--- config.mk ---
export PLATFORM = sky130hd
export DESIGN_NAME = sub_diff_accum
export DESIGN_NICKNAME = d
export VERILOG_FILES = /design/src/rtl/sub_pkg.sv /design/src/rtl/sub_diff_accum_sat_add.sv /design/src/rtl/sub_diff_accum.sv
export SDC_FILE = /design/constraint.sdc
export NUM_CORES = 1
export LEC_CHECK = 0
export ABC_AREA = 0
export BUFFER_PORTS_ARGS = -buffer_cell sky130_fd_sc_hd__buf_2
export CAP_MARGIN = 20
export CORE_UTILIZATION = 50
export CTS_CLUSTER_DIAMETER = 50
export DETAILED_ROUTE_END_ITERATION = 8
export HOLD_SLACK_MARGIN = 0.03
export PLACE_DENSITY_LB_ADDON = 0.2
export SLEW_MARGIN = 0
export SYNTH_ARGS = -nofsm -noshare
export SYNTH_HDL_FRONTEND = slang
export SYNTH_HIERARCHICAL = 1
export SYNTH_SLANG_ARGS = --single-unit
--- constraint.sdc ---
create_clock -name clk -period 9.2 [get_ports clk]
set_clock_uncertainty 0.2 [all_clocks]
set_input_delay 1.84 -clock clk [delete_from_list [all_inputs] [get_ports clk]]
set_output_delay 1.84 -clock clk [all_outputs]
set_load 0.01 [all_outputs]
--- src/rtl/sub_pkg.sv ---
// Shared constants, saturation helpers and the result bundle type for the
// subtractor-difference frame accumulator.
package sub_pkg;

  localparam int DIFF_W    = 8;
  localparam int SUM_W_DEF = 16;
  localparam int NEG_W     = 8;

  // Limits come back 32 bits wide; callers truncate to their own SUM_W (<= 32).
  function automatic logic [31:0] sat_max(input int w);
    return (32'd1 << (w - 1)) - 32'd1;
  endfunction

  function automatic logic [31:0] sat_min(input int w);
    return ~sat_max(w);
  endfunction

  localparam logic [SUM_W_DEF-1:0] SAT_MAX_DEF = SUM_W_DEF'(sat_max(SUM_W_DEF));
  localparam logic [SUM_W_DEF-1:0] SAT_MIN_DEF = SUM_W_DEF'(sat_min(SUM_W_DEF));

  typedef struct packed {
    logic signed [SUM_W_DEF-1:0] sum;
    logic [NEG_W-1:0]            neg_cnt;
    logic                        sat;
  } diff_result_t;

endpackage

--- src/rtl/sub_diff_accum_sat_add.sv ---
// Combinational saturating add of a signed SUM_W accumulator and a
// sign-extended DATA_W operand; reports whether clamping happened.
module sat_add_signed
  import sub_pkg::*;
#(
  parameter int DATA_W = DIFF_W,
  parameter int SUM_W  = SUM_W_DEF
) (
  input  logic [SUM_W-1:0]  acc,
  input  logic [DATA_W-1:0] operand,
  output logic [SUM_W-1:0]  sum,
  output logic              ovf
);

  localparam logic [SUM_W-1:0] MAX_V = SUM_W'(sat_max(SUM_W));
  localparam logic [SUM_W-1:0] MIN_V = SUM_W'(sat_min(SUM_W));

  logic [SUM_W-1:0] ext;
  logic [SUM_W:0]   wide;

  // One guard bit: overflow shows up as the top two bits disagreeing,
  // and the guard bit gives the true sign of the unclamped result.
  always_comb begin
    ext  = {{(SUM_W - DATA_W){operand[DATA_W-1]}}, operand};
    wide = {acc[SUM_W-1], acc} + {ext[SUM_W-1], ext};
    ovf  = wide[SUM_W] ^ wide[SUM_W-1];
    if (!ovf) begin
      sum = wide[SUM_W-1:0];
    end else if (wide[SUM_W]) begin
      sum = MIN_V;
    end else begin
      sum = MAX_V;
    end
  end

endmodule

--- src/rtl/sub_diff_accum.sv ---
// Frame-level statistics over a stream of signed subtractor differences:
// saturating sum, negative-sample count and saturation flag per frame.
module sub_diff_accum
  import sub_pkg::*;
#(
  parameter int DATA_W    = DIFF_W,
  parameter int FRAME_LEN = 16,
  parameter int SUM_W     = SUM_W_DEF
) (
  input  logic              clk,
  input  logic              rst_n,
  input  logic              in_valid,
  output logic              in_ready,
  input  logic [DATA_W-1:0] in_diff,
  output logic              sum_valid,
  input  logic              sum_ready,
  output logic [SUM_W-1:0]  sum_out,
  output logic [NEG_W-1:0]  neg_cnt,
  output logic              sat
);

  localparam logic [NEG_W-1:0] LAST_IDX = NEG_W'(FRAME_LEN - 1);

  logic [SUM_W-1:0] acc;
  logic [NEG_W-1:0] cnt;
  logic [NEG_W-1:0] neg_acc;
  logic             sat_acc;

  logic [SUM_W-1:0] add_sum;
  logic             add_ovf;
  logic [NEG_W-1:0] neg_next;
  logic             frame_last;
  logic             accept;

  sat_add_signed #(
    .DATA_W (DATA_W),
    .SUM_W  (SUM_W)
  ) u_sat_add (
    .acc     (acc),
    .operand (in_diff),
    .sum     (add_sum),
    .ovf     (add_ovf)
  );

  // Only the last sample of a frame can be stalled, and only while the
  // previous result is still waiting; sum_ready releases it in the same cycle.
  always_comb begin
    frame_last = (cnt == LAST_IDX);
    in_ready   = !(frame_last && sum_valid && !sum_ready);
    accept     = in_valid && in_ready;
    neg_next   = neg_acc + {{(NEG_W - 1){1'b0}}, in_diff[DATA_W-1]};
  end

  always_ff @(posedge clk or negedge rst_n) begin
    if (!rst_n) begin
      acc       <= '0;
      cnt       <= '0;
      neg_acc   <= '0;
      sat_acc   <= 1'b0;
      sum_valid <= 1'b0;
      sum_out   <= '0;
      neg_cnt   <= '0;
      sat       <= 1'b0;
    end else begin
      if (sum_valid && sum_ready) begin
        sum_valid <= 1'b0;
      end
      // A frame end overrides the consume above so back-to-back results never lose valid.
      if (accept) begin
        if (frame_last) begin
          acc       <= '0;
          cnt       <= '0;
          neg_acc   <= '0;
          sat_acc   <= 1'b0;
          sum_out   <= add_sum;
          neg_cnt   <= neg_next;
          sat       <= sat_acc | add_ovf;
          sum_valid <= 1'b1;
        end else begin
          acc     <= add_sum;
          cnt     <= cnt + 1'b1;
          neg_acc <= neg_next;
          sat_acc <= sat_acc | add_ovf;
        end
      end
    end
  end

endmodule

==> results.yml, run 1 <==
run_status:
  outcome: "finished, final reports clean"
critical_path:
  required_ns: 7.16
  crit_path_start: "sum_ready"
  cp_slowest_cell: "or3_2"
  endpoint: "in_ready"
  r2r_cells: 9
  crit_type: "in2out"
  worst_path_most_repeated_cell: "buf_2"
  arrival_ns: 2.81
  crit_path_end_kind: "output port"
  cpPeakStageDelay_ns: 0.51
  startpoint_type: "input pin"
  crit_path_cell_trace: "buf_2, nand2b_1, or3_2, buf_2"
  rrSetupSlack_ns: 5.90
  r2r-start: "acc[0]$_DFFE_PN0P_"
  critPathMaxFanout: 5
  r2r_end: "sum_out[7]$_DFFE_PN0P_"
synthesis:
  synth-edff-count: 0
  synth_mux_area_share_pct: 7.66
  synth_area_leaders: "dfrtp_1 (42%), ha_1 (6.7%), mux2_4 (6.4%)"
  syn_area_um2: 3530
  syn_area_per_cell_um2: 11.3
  ys.flop_type: "dfrtp_1"
  yosys.area.top_type_share_pct: 41.9
  synthSimpleGateAreaFrac_pct: 10.5
  yosysUniqueCellTypes: 57
  ys_async_sr_fraction_pct: 100
  ys_ff_latch: 59
  synth_fa_ha_area_share_pct: 11.6
  synth_area_leader_cell: "dfrtp_1"
  yosys-top-cells-count: "dfrtp_1 (59), a21oi_1 (23), a22o_1 (19), ha_1 (19), nor2_1 (18)"
  yosys_warnings: 6
  seq_area_frac_synth_pct: 41.9
  synth_top_family_by_area: "compound AO/OA/AOI/OAI gates"
  syn-instance-count: 311
  syn_nets: 343
  synth_xor_area_share_pct: 5.43
  yosys.cell_count.top_type: "dfrtp_1"
  synth_compound_area_share_pct: 18.9
sta:
  relSlewSlack_pct: 38.5
  layout_setup_ws_ns: 4.35
  tns_ns: 0
  rsz0062_at_grt: "no"
  maxSlewViolCount: 0
  final.period_utilization_pct: 52.7
  fmax_mhz: 206
  setup_viol: 0
  hold-worst-slack_ns: 0.297
  period_minus_slack_ns: 4.85
  tightest_slew_ns: 0.922
  hold_viol_final: 0
final_layout:
  fin_nets: 382
  area_growth_syn_to_layout_pct: 13.4
  drive_gt1_share_pct: 26.5
  n_antenna_cell: 0
  nFillCells: 578
floorplan:
  die_h_um: 86.0
  fp-row-count: 30
  coreArea_um2: 6790
  ios: 39
  die_area_um2: 7390
  die_x_um: 86.0
  start_util_pct: 51.9
pwr:
  powerDensity_nw_per_um2: 381
  ir_drop_v: 0.000204
  leakagePower_nw: 1.81
global_routing:
  grt_pass1_wl_mm: 11.9
  grt_max_degree: 60
  grt_usage_pct: 20.7
  grt_remaining_overflow: 0
  grt_pass1_vias: 2500
  antenna_found_initial: 0
place:
  dp_hpwl_mm: 4.56
  dp_slack_ns: 4.35
  gp_congestion: 0.847
  port_buffers: 38
clock_tree:
  numCtsBuffers: 9
  cts.sinks: 59
  postCtsSetupRepairBufs: 0
  clock_latency_ns: 0.34
  cts-hold-fix-buffers: 0
  clk_pin_slew_ns: 0.07
  cts_resized: 0
  clk_path_buf_depth: 2
  root_buffer: "clkbuf_8"
  cts_tree: "built"
  htreeDepth: 3
routing:
  dr_total_vias: 2513
  drcViolationCount: 0
  ant_nets: 0
  routedWlPerCell_um: 15.4
  drt_iter0_drc: 99
  first_pass_iters: 4
  drt-vias-per-instance: 5.57
  wirelength_mm: 6.93
run:
  cap_viol_max_count: 0
worst_hold_path:
  holdCritPathClass: "reg2reg"
## worst max-delay path, delay by kind of cell
family	cells	cell delay [ns]
buffers and inverters	2	0.24
AND/OR/NAND/NOR	2	0.73
## routing by layer
layer  share of wire (%)  track usage (%)  vias up
met5                   0                0        -
met4                 1.1             9.09        0
met3                 3.2             3.56        6
met2                  46             32.2       61
met1                  50             28.5     1228
li1                    -                -     1218
## metrics by stage
stage,instances,utilization [%],total power [mW],instance area (µm²)
floorplan,311,-,1.07,3530
global placement,434,55.0,1.22,3740
detailed placement,434,55.0,1.23,3740
CTS,450,58.7,1.54,3990
global route,451,58.9,1.64,4000
finish,451,58.9,1.53,4000
## flip-flops by register name, summed over array words and instances, names as in the netlist
register,cells
cnt,8
acc,16
sat_acc,1
neg_acc,8
neg_cnt,8
sum_out,16
sat,1
sum_valid,1
## cells by family (layout without fill, tap and decap cells)
group	count (synthesis)	count (layout)
and+or+nand+nor	71	71
AOI/OAI and AO/OA	85	85
xor gates and xnor gates	21	21
muxes	19	19
adders and majority gates	35	35
DFF	59	59
buffers and inverters	21	65
## cells in the final DEF (no fill, tap or decap), types with 13 or more instances in the layout
master,synthesis,final
xnor2_1,13,13
nor2_1,18,18
mux2_4,15,15
maj3_1,15,15
ha_1,19,19
a21oi_1,23,23
nand2_1,17,17
o21ai_0,16,16
dfrtp_1,59,59
a22o_1,19,19
buf_2,3,38
## cell type report
type	count	area, µm²	share of cell area, %
Inverter	8	30.0	0.751
Tap cell	96	120	3.00
Sequential cell	59	1480	36.9
Clock inverter	6	111	2.78
Multi-Input combinational cell	231	1910	47.7
Timing Repair Buffer	41	216	5.41
Clock buffer	10	138	3.44
## worst min-delay path by stage
| stage | startpoint | end | slack [ns] | cells past startpoint |
|---|---|---|---|---|
| 2_1_floorplan | cnt[7]$_DFFE_PN0P_ | cnt[7]$_DFFE_PN0P_ | 0.24 | 1 |
| 3_3_place_gp | cnt[7]$_DFFE_PN0P_ | cnt[7]$_DFFE_PN0P_ | 0.26 | 1 |
| 3_5_place_dp | cnt[6]$_DFFE_PN0P_ | cnt[6]$_DFFE_PN0P_ | 0.28 | 1 |
| 4_1_cts | cnt[6]$_DFFE_PN0P_ | cnt[6]$_DFFE_PN0P_ | 0.30 | 1 |
| 5_1_grt | cnt[6]$_DFFE_PN0P_ | cnt[6]$_DFFE_PN0P_ | 0.31 | 1 |
| 6_report | cnt[6]$_DFFE_PN0P_ | cnt[6]$_DFFE_PN0P_ | 0.30 | 1 |
## power breakdown
group,switching [mW],internal [mW],total (mW)
Clock,0.110,0.188,0.297
Combinational,0.410,0.377,0.787
Sequential,0.0718,0.369,0.441
Total,0.591,0.934,1.53
(Power assumes the default switching activity.)
==> run 2, diff against run 1 <==
clock period = 4.7 ns   (was 9.2 ns; I/O delays follow)
==> run 2 against run 1 <==
Via count up 0.60%; die area unchanged; register-to-register slack worse by 4.5 ns; clock power up 59%; sequential share of layout area up 0.41 points; power up 91%; clock-buffer cell count up 3; final cell count unchanged; sequential power up 97%; critical path depth up 6; critical endpoint is now sum_out[3]$_DFFE_PN0P_; largest power group unchanged.
==> results.yml, run 2 (synthesis results as in run 1) <==
sta:
  period_minus_slack_ns: 3.55
  relSlewSlack_pct: 39.0
  maxSlewViolCount: 0
  tightest_slew_ns: 0.915
  hold_viol_final: 0
  final.period_utilization_pct: 75.6
  rsz0062_at_grt: "no"
  setup_viol: 0
  tns_ns: 0
  fmax_mhz: 282
  hold-worst-slack_ns: 0.271
clock_tree:
  clock_latency_ns: 0.34
  htreeDepth: 3
  clk_path_buf_depth: 2
  cts-hold-fix-buffers: 0
  postCtsSetupRepairBufs: 0
  cts_tree: "built"
  cts.sinks: 59
  cts_resized: 0
  root_buffer: "clkbuf_8"
  numCtsBuffers: 9
  clk_pin_slew_ns: 0.07
final_layout:
  final_cells: 451
  final_cell_mix: "dfrtp_1 (59), buf_2 (38), a21oi_1 (23)"
  reg_top3: "acc x16, sum_out x16"
  layout.cells.most_common: "dfrtp_1"
  fin_nets: 383
  nFillCells: 598
  n_antenna_cell: 0
  drive_gt1_share_pct: 25.9
  area_growth_syn_to_layout_pct: 12.1
critical_path:
  r2r_cells: 9
  required_ns: 4.73
  crit_path_end_kind: "flip-flop"
  startpoint_type: "input pin"
  crit_type: "in2reg"
  critPathMaxFanout: 17
  arrival_ns: 3.58
worst_hold_path:
  holdCritPathClass: "reg2reg"
  worst_hold_path.num_cells: 1
place:
  dp_hpwl_mm: 4.92
  place_inst: 435
  gp_congestion: 0.838
  port_buffers: 38
routing:
  wirelength_mm: 7.16
  drt-vias-per-instance: 5.61
  dr_total_vias: 2528
  ant_nets: 0
  drt_iter0_drc: 91
  first_pass_iters: 4
  drcViolationCount: 0
  routedWlPerCell_um: 15.9
floorplan:
  die_h_um: 86.0
  coreArea_um2: 6790
  die_x_um: 86.0
  die_area_um2: 7390
  fp-row-count: 30
  start_util_pct: 51.9
  ios: 39
run_status:
  outcome: "finished, final reports clean"
global_routing:
  grt_remaining_overflow: 0
  grt_usage_pct: 21.2
  grt_max_degree: 33
  grt_pass1_vias: 2463
  antenna_found_initial: 0
  grt_pass1_wl_mm: 12.0
pwr:
  leakagePower_nw: 1.79
  powerDensity_nw_per_um2: 735
  ir_drop_v: 0.000401
run:
  cap_viol_max_count: 0
-- run 2: final cells by class --
type | count | area [µm²] | area share [%]
inverters | 8 | 30.0 | 0.759
clock inverters | 2 | 35.0 | 0.886
well taps | 96 | 120 | 3.04
flip-flops and latches | 59 | 1480 | 37.3
repair buffers | 42 | 228 | 5.76
clock buffers | 13 | 159 | 4.02
multi-input cells | 231 | 1910 | 48.2
-- run 2: worst max-delay path, stage by stage --
cell      delay, ns
buf_2          0.10
ha_1           0.21
fa_1           0.41
a21o_2         0.26
a221oi_4       0.34
o21ai_2        0.12
nand2b_2       0.10
a41oi_4        0.33
maj3_1         0.50
mux2_4         0.27
-- run 2: path summary, 6_finish.rpt --
path / slack (ns) / endpoint / start
worst min-delay path: 0.27 / cnt[7]$_DFFE_PN0P_ / cnt[7]$_DFFE_PN0P_
worst max register to register: 1.44 / sum_out[3]$_DFFE_PN0P_ / acc[0]$_DFFE_PN0P_
max in group asynchronous: 3.03 / sat_acc$_DFFE_PN0P_ / rst_n
worst max-delay path: 1.15 / sum_out[3]$_DFFE_PN0P_ / in_diff[0]
worst min register to register: 0.27 / cnt[7]$_DFFE_PN0P_ / cnt[7]$_DFFE_PN0P_
min in group asynchronous: 0.45 / acc[12]$_DFFE_PN0P_ / rst_n
-- run 2: metal layers --
layer	global-route usage (%)	vias up	share of wire (%)
li1	-	1224	-
met5	0	-	0
met4	6.36	0	1.1
met1	28.4	1246	47
met2	33.9	51	48
met3	5.20	7	3.7
-- run 2: stage by stage --
step / setup WS [ns] / cell area, µm² / power, mW / util [%]
2_1_floorplan: 1.13 / 3530 / 2.10 / -
5_1_grt: 1.04 / 3960 / 3.13 / 58.2
4_1_cts: 1.17 / 3940 / 2.93 / 58.0
3_5_place_dp: 0.802 / 3750 / 2.44 / 55.1
3_3_place_gp: 0.837 / 3750 / 2.40 / 55.1
6_report: 1.15 / 3960 / 2.91 / 58.2
-- run 2: power by group --
group	switching [mW]	total [mW]	internal, mW
logic	0.815	1.57	0.754
clock network	0.200	0.471	0.271
registers	0.144	0.867	0.723
